**src/rtl/bitstream_aligner.sv**
```systemverilog
// bitstream_aligner: 64-bit MSB-aligned bit buffer feeding the CAVLC syntax
// decoders. It accepts 32-bit stream words and consumes 0..16 bits per cycle
// from a left-aligned 16-bit window.
module bitstream_aligner (
    input  logic        Clk,
    input  logic        nReset,
    input  logic [31:0] InData,
    input  logic        InValid,
    output logic        InReady,
    input  logic        Flush,
    input  logic        ShiftEn,
    input  logic [4:0]  Shift,
    output logic [15:0] Window,
    output logic        WindowValid,
    output logic [6:0]  Level,
    output logic        ShiftErr
);

    // Buffer state: bufReg[63] is the next stream bit, cntReg bits are valid.
    logic [63:0] bufReg;
    logic [63:0] bufNext;
    logic [6:0]  cntReg;
    logic [6:0]  cntNext;
    logic        errReg;
    logic        errNext;

    logic        load;
    logic        legal;
    logic        cons;
    logic [6:0]  shiftAmt;
    logic [6:0]  remCnt;
    logic [63:0] placedWord;

    // Room for a word whenever at most 32 bits remain; never during a flush.
    assign InReady = (cntReg <= 7'd32) && !Flush;
    assign load    = InValid && InReady;

    // A shift is legal if it fits the window and the bits actually buffered.
    assign legal    = (Shift <= 5'd16) && ({2'b00, Shift} <= cntReg);
    assign cons     = ShiftEn && legal && !Flush;
    assign shiftAmt = cons ? {2'b00, Shift} : 7'd0;
    assign remCnt   = cntReg - shiftAmt;

    // New word lands right behind the bits left after this cycle's consume.
    // remCnt <= 32 whenever load is high, so the whole word always fits.
    assign placedWord = {InData, 32'h0000_0000} >> remCnt;

    // Next-state computation: consume first, then append, flush overrides all.
    always_comb begin
        bufNext = bufReg << shiftAmt;
        cntNext = remCnt;
        errNext = errReg;
        if (load) begin
            bufNext = bufNext | placedWord;
            cntNext = remCnt + 7'd32;
        end
        if (ShiftEn && !legal) begin
            errNext = 1'b1;
        end
        if (Flush) begin
            bufNext = 64'd0;
            cntNext = 7'd0;
            errNext = 1'b0;
        end
    end

    // State registers with asynchronous active-low reset.
    always_ff @(posedge Clk or negedge nReset) begin
        if (!nReset) begin
            bufReg <= 64'd0;
            cntReg <= 7'd0;
            errReg <= 1'b0;
        end else begin
            bufReg <= bufNext;
            cntReg <= cntNext;
            errReg <= errNext;
        end
    end

    // Outputs come straight from registers; unused window bits are already 0.
    assign Window      = bufReg[63:48];
    assign WindowValid = (cntReg >= 7'd16);
    assign Level       = cntReg;
    assign ShiftErr    = errReg;

endmodule
```
**config.mk**
```make
export PLATFORM = sky130hd
export DESIGN_NAME = bitstream_aligner
export DESIGN_NICKNAME = d
export VERILOG_FILES = /design/src/rtl/bitstream_aligner.sv
export SDC_FILE = /design/constraint.sdc
export NUM_CORES = 1
export LEC_CHECK = 0
export BUFFER_PORTS_ARGS = -buffer_cell sky130_fd_sc_hd__buf_2
export CORE_MARGIN = 2
export CORE_UTILIZATION = 40
export DETAILED_ROUTE_END_ITERATION = 10
export PLACE_DENSITY = 0.57
export SKIP_LAST_GASP = 1
export SLEW_MARGIN = 15
export SYNTH_ARGS = -nofsm -noshare
export SYNTH_HDL_FRONTEND = slang
export SYNTH_SLANG_ARGS = --single-unit
```
**constraint.sdc**
```tcl
create_clock -name Clk -period 5.8 [get_ports Clk]
set_input_delay 1.16 -clock Clk [delete_from_list [all_inputs] [get_ports Clk]]
set_output_delay 1.16 -clock Clk [all_outputs]
set_load 0.02 [all_outputs]
```
# Yosys cells after proc, flatten, opt, wreduce, memory -nomap -nowiden
# Index checks and enable logic that the tools add are counted.
# word_totals
in_bits,42
out_inout_bits,26
elab_cells,28
ff_bits,72
# op_classes
muxes,7
n_lt_le_gt_ge,4
bitwise,1
n_addsub,2
n_shift,2
reduce_logical,9
# op_table
operator,count
$mux 64,2
$or 64x64->64,1
$shl 64x5->64,1
$shr 64x7->64,1
$mux 7,2
$add 7x6->7 const B,1
$ge 7x5->1 const B,1
$le 5x7->1,1
$le 7x6->1 const B,1
$sub 7x5->7,1
$logic_and 1x1->1,6
$le 5x5->1 const B,1
$mux 5,1
$logic_not 1->1,2
$mux 1,2
$reduce_bool 2->1,1

# Depth between registers and ports, before layout
# depth
ltp_word,10
mapped_depth,24
ltp_nobuf,16

# Worst setup path after synthesis
# No wires, ideal clock.
# synth_timing
kind,input to register
start,in Shift[0]
end,reg bufReg[6]
required_ns,5.668
setup_ns,0.132
t_arrival_ns,5.831
slack_ns,-0.163
stages,21
n_path_buf,6
path_cell_list,buf_2 -> inv_1 -> clkbuf_1 -> clkbuf_1 -> ha_1 -> nand3_1 -> nor3_2 -> o311ai_4 -> buf_2 -> inv_1 -> ha_1 -> fa_1 -> clkbuf_1 -> buf_1 -> mux4_2 -> mux2i_1 -> mux2i_1 -> nand2_1 -> o21ai_0 -> a222oi_1 -> nor2_1
# synth_via
elab_chain_len,10
elab_cells_between_ends,12
cone_classes,add/sub: 1; order compare: 2; shift: 2; mux: 3; bitwise: 1; reduce/logical: 3
# synth_lines
item,line_no,text
"start, declared",12,"input logic [4:0] Shift,"
$le 5x7->1 / $le 5x5->1 (equally long branches),39,"assign legal = (Shift <= 5'd16) && ({2'b00, Shift} <= cntReg);"
$logic_and 1x1->1,39,
$logic_and 1x1->1 (2 in a row),40,assign cons = ShiftEn && legal && !Flush;
$mux 5 *,41,"assign shiftAmt = cons ? {2'b00, Shift} : 7'd0;"
$sub 7x5->7,42,assign remCnt = cntReg - shiftAmt;
$shr 64x7->64,46,"assign placedWord = {InData, 32'h0000_0000} >> remCnt;"
$or 64x64->64,54,bufNext = bufNext | placedWord;
$mux 64 *,53,if (load) begin
$mux 64 *,60,if (Flush) begin
named net bufNext[6],21,logic [63:0] bufNext;
"end signal, assigned",74,bufReg <= bufNext;
"end, declared",20,logic [63:0] bufReg;
# The timed path passes the listed nets; every way through them passes the cells marked *.
# A chain may end at the register's enable or synchronous reset.

# Final worst setup path
# layout_timing
start,in Shift[0]
end,reg bufReg[50]
# Same word-level chain as after synthesis.

==> impl_metrics.tcl <==
set metrics [dict create \
    antenna_diodes 0 \
    per_cell_via_count_in_the_routed_design 6.77 \
    dr_total_vias 10860 \
    synth-async-reset-ratio 1.00 \
    post-route-min-period_ns 5.22 \
    synth.top_cells.by_area "dfrtp_1, mux2i_1, a21oi_1" \
    worst_path_dominant_cell_family "compound AO/OA/AOI/OAI gates" \
    chipHeight_um 161 \
    fmaxAchievable_ghz 0.192 \
    cts_made_buffers 9 \
    grt_pass1_vias 10183 \
    syn_avg_cell_area_um2 7.69 \
    post_cts_resize_count 0 \
    grt_util_all_layers 0.309 \
    synth_common_cells "nand2_1, a21oi_1, nor2_1" \
    detail_route.iter0.violations 1431 \
    root_buffer "clkbuf_16" \
    synth.yosys.seq_area_share 0.183 \
    floorplan_die_area_um2 25800 \
    path_clk_slew_ns 0.07 \
    route.antenna.remaining_nets 0 \
    synthesis.instances 1279 \
    report.final.setup_viol 0 \
    synth_fp_nets 1332 \
    maxSlewViolCount 0 \
    synthDistinctLibCells 85 \
    timing.clock.skew_ns 0.0117 \
    per_cell_routed_wire_length_um 25.3 \
    synth_warnings 0 \
    clock_latency_ns 0.35 \
    postCtsSetupBuffers 0 \
    bufs_on_longest_clock_path 2 \
    path_max_fanout 17 \
    post_cts_hold_buffer_count 0 \
    grt_setup_unrepaired "no" \
    vdd_ir_drop_max_mv 0.229 \
    grt_max_degree 84 \
    worst_slew_margin_rel 0.211 \
    cp.required_ns 6.05 \
    layout.nets 1327 \
    drv_cap 0 \
    crit_slowest_cell "o21ai_0" \
    critical_path.cell_chain "buf_4 -> inv_1 -> ha_1 -> nand3_1 -> nor3_2 -> o311ai_4 -> inv_1 -> ha_2 -> fa_1 -> xor2_4 -> o21ai_0 -> o21ai_0 -> or2_2 -> nor3b_1 -> a211oi_1" \
    edff_count_synth 0 \
    power.density_nw_per_um2 526 \
    power.static_leakage_nw 4.53 \
    synth_most_common_cell "nand2_1" \
    timing.setup.tns_ns 0 \
    clock_sinks 72 \
    tightestPinTransition_ns 1.18 \
    drc 0 \
    area_delta_synth_final_pct 8.60 \
    cp_num_cells 15 \
    io-pin-count 68 \
    detailedRoute.firstPassIterationCount 6 \
    std_cell_rows 57 \
    place.detailed.hpwl_mm 29.7 \
    finalWirelength_mm 40.5 \
    n_fill_cell 2545 \
    cp_num_buf_inv 3 \
    setup.worst_path.start_class "primary input" \
    mappedNetlistArea_um2 9830 \
    postLayoutCoreUtil 0.440 \
    synth.largest_area_cell "dfrtp_1" \
    finalWeightedCongestion 1.03 \
    cp-end-kind "flop" \
    worstHoldPathCells 2 \
    design_power_total_mw 5.61 \
    dieWidth_um 161 \
    timing.critical_path.arrival_ns 5.47 \
    crit_path_max_incr_delay_ns 0.71 \
    numPortBuffers 67 \
    total_congestion_overflow 0 \
    design.core.area_um2 24200 \
    holdCritPathClass "reg2reg" \
    ys_dominant_reg_cell "dfrtp_1" \
    timing.hold.ws_ns 0.492 \
    final_min_period_over_clock_period 0.900 \
    grt_first_pass_wirelength_mm 62.4 \
    cts_htree_levels 3 \
    tritoncts "built" \
    timing_worst_setup_path_type "in2reg" \
    status "finished clean" \
    synth_top_area_frac 0.183 \
    initial_core_util 0.405 \
    antenna_found_initial 0 \
    yosys_register_bits 72 \
    final_layout_size_suffix_gt1_frac 0.181 \
    timing.final.hold_violations 0 \
    worst_reg2reg_path_length_in_cells 16 \
]
[layout by cell type (no fill, tap or decap), types with 9 or more instances in the layout]
master and count:
nand2_1 148, a21oi_1 118, nor2_1 108, mux2i_1 94, dfrtp_1 72, buf_2 65, o21ai_0 60, buf_4 57
o22ai_1 37, a22oi_1 36, a21o_1 32, nand3_1 31, inv_1 27, mux4_2 26, mux2_2 24, a32oi_1 23
nor3_1 23, a31oi_1 21, o32ai_1 16, a221oi_1 16, a211oi_1 15, nand2b_1 13, o21a_1 13, and2_1 11
a32o_1 10, a2bb2oi_1 9, ha_1 9, clkbuf_16 9
[flip-flops by register name, indices dropped and copies added (netlist names)]
signal / count
bufReg: 64
ShiftErr: 1
Level: 7
[metal layers]
layer | track usage | wire length (um)
met5 | 0 | 0
met4 | 0.118 | 1490
met2 | 0.457 | 17700
met1 | 0.440 | 17400
met3 | 0.0682 | 3960
[kinds of logic after synthesis]
| family | count (synthesis) | share of synthesized area |
|---|---|---|
| flip-flops | 72 | 0.183 |
| AND/OR/NAND/NOR | 385 | 0.180 |
| adder cells (fa/ha/maj) | 11 | 0.0148 |
| XOR/XNOR | 8 | 0.00789 |
| multiplexers | 144 | 0.183 |
| AO/OA/AOI/OAI | 489 | 0.349 |
| buffers and inverters | 170 | 0.0826 |
[stage by stage]
step / area, um2 / setup WS, ns / std cells
floorplan: 9830 / 0.0133 / 1279
global placement: 10400 / 0.298 / 1587
detailed placement: 10400 / 0.325 / 1587
CTS: 10700 / 0.707 / 1603
global route: 10700 / 0.397 / 1603
finish: 10700 / 0.581 / 1603
[final timing paths]
| check | slack (ns) | startpoint | endpoint |
|---|---|---|---|
| worst max-delay path | 0.58 | Shift[0] | bufReg[50]$_DFF_PN0_ |
| worst min-delay path | 0.49 | ShiftErr$_DFFE_PN0P_ | ShiftErr$_DFFE_PN0P_ |
| worst max register to register | 1.09 | Level[1]$_DFF_PN0_ | bufReg[19]$_DFF_PN0_ |
| worst min register to register | 0.49 | ShiftErr$_DFFE_PN0P_ | ShiftErr$_DFFE_PN0P_ |
| max in group asynchronous | 4.06 | nReset | bufReg[17]$_DFF_PN0_ |
| min in group asynchronous | 0.73 | nReset | bufReg[49]$_DFF_PN0_ |
[worst min-delay path: stages (launching register included)]
cell and delay [ns]:
dfrtp_1 0.34, a21oi_1 0.04, nor2_1 0.07
[power by group]
part	total [mW]	switching (mW)	internal (mW)
logic	4.13	2.63	1.50
registers	0.934	0.261	0.673
clock network	0.551	0.247	0.303
[cell type report]
class / count / area [um2] / share of cell area
flip-flops and latches: 72 / 1800 / 0.169
clock inverters: 6 / 42.5 / 0.00399
clock buffers: 10 / 239 / 0.0224
multi-input cells: 1037 / 7280 / 0.682
repair buffers: 124 / 793 / 0.0743
inverters: 30 / 115 / 0.0108
well taps: 324 / 405 / 0.0380
(Power assumes the default switching activity.)
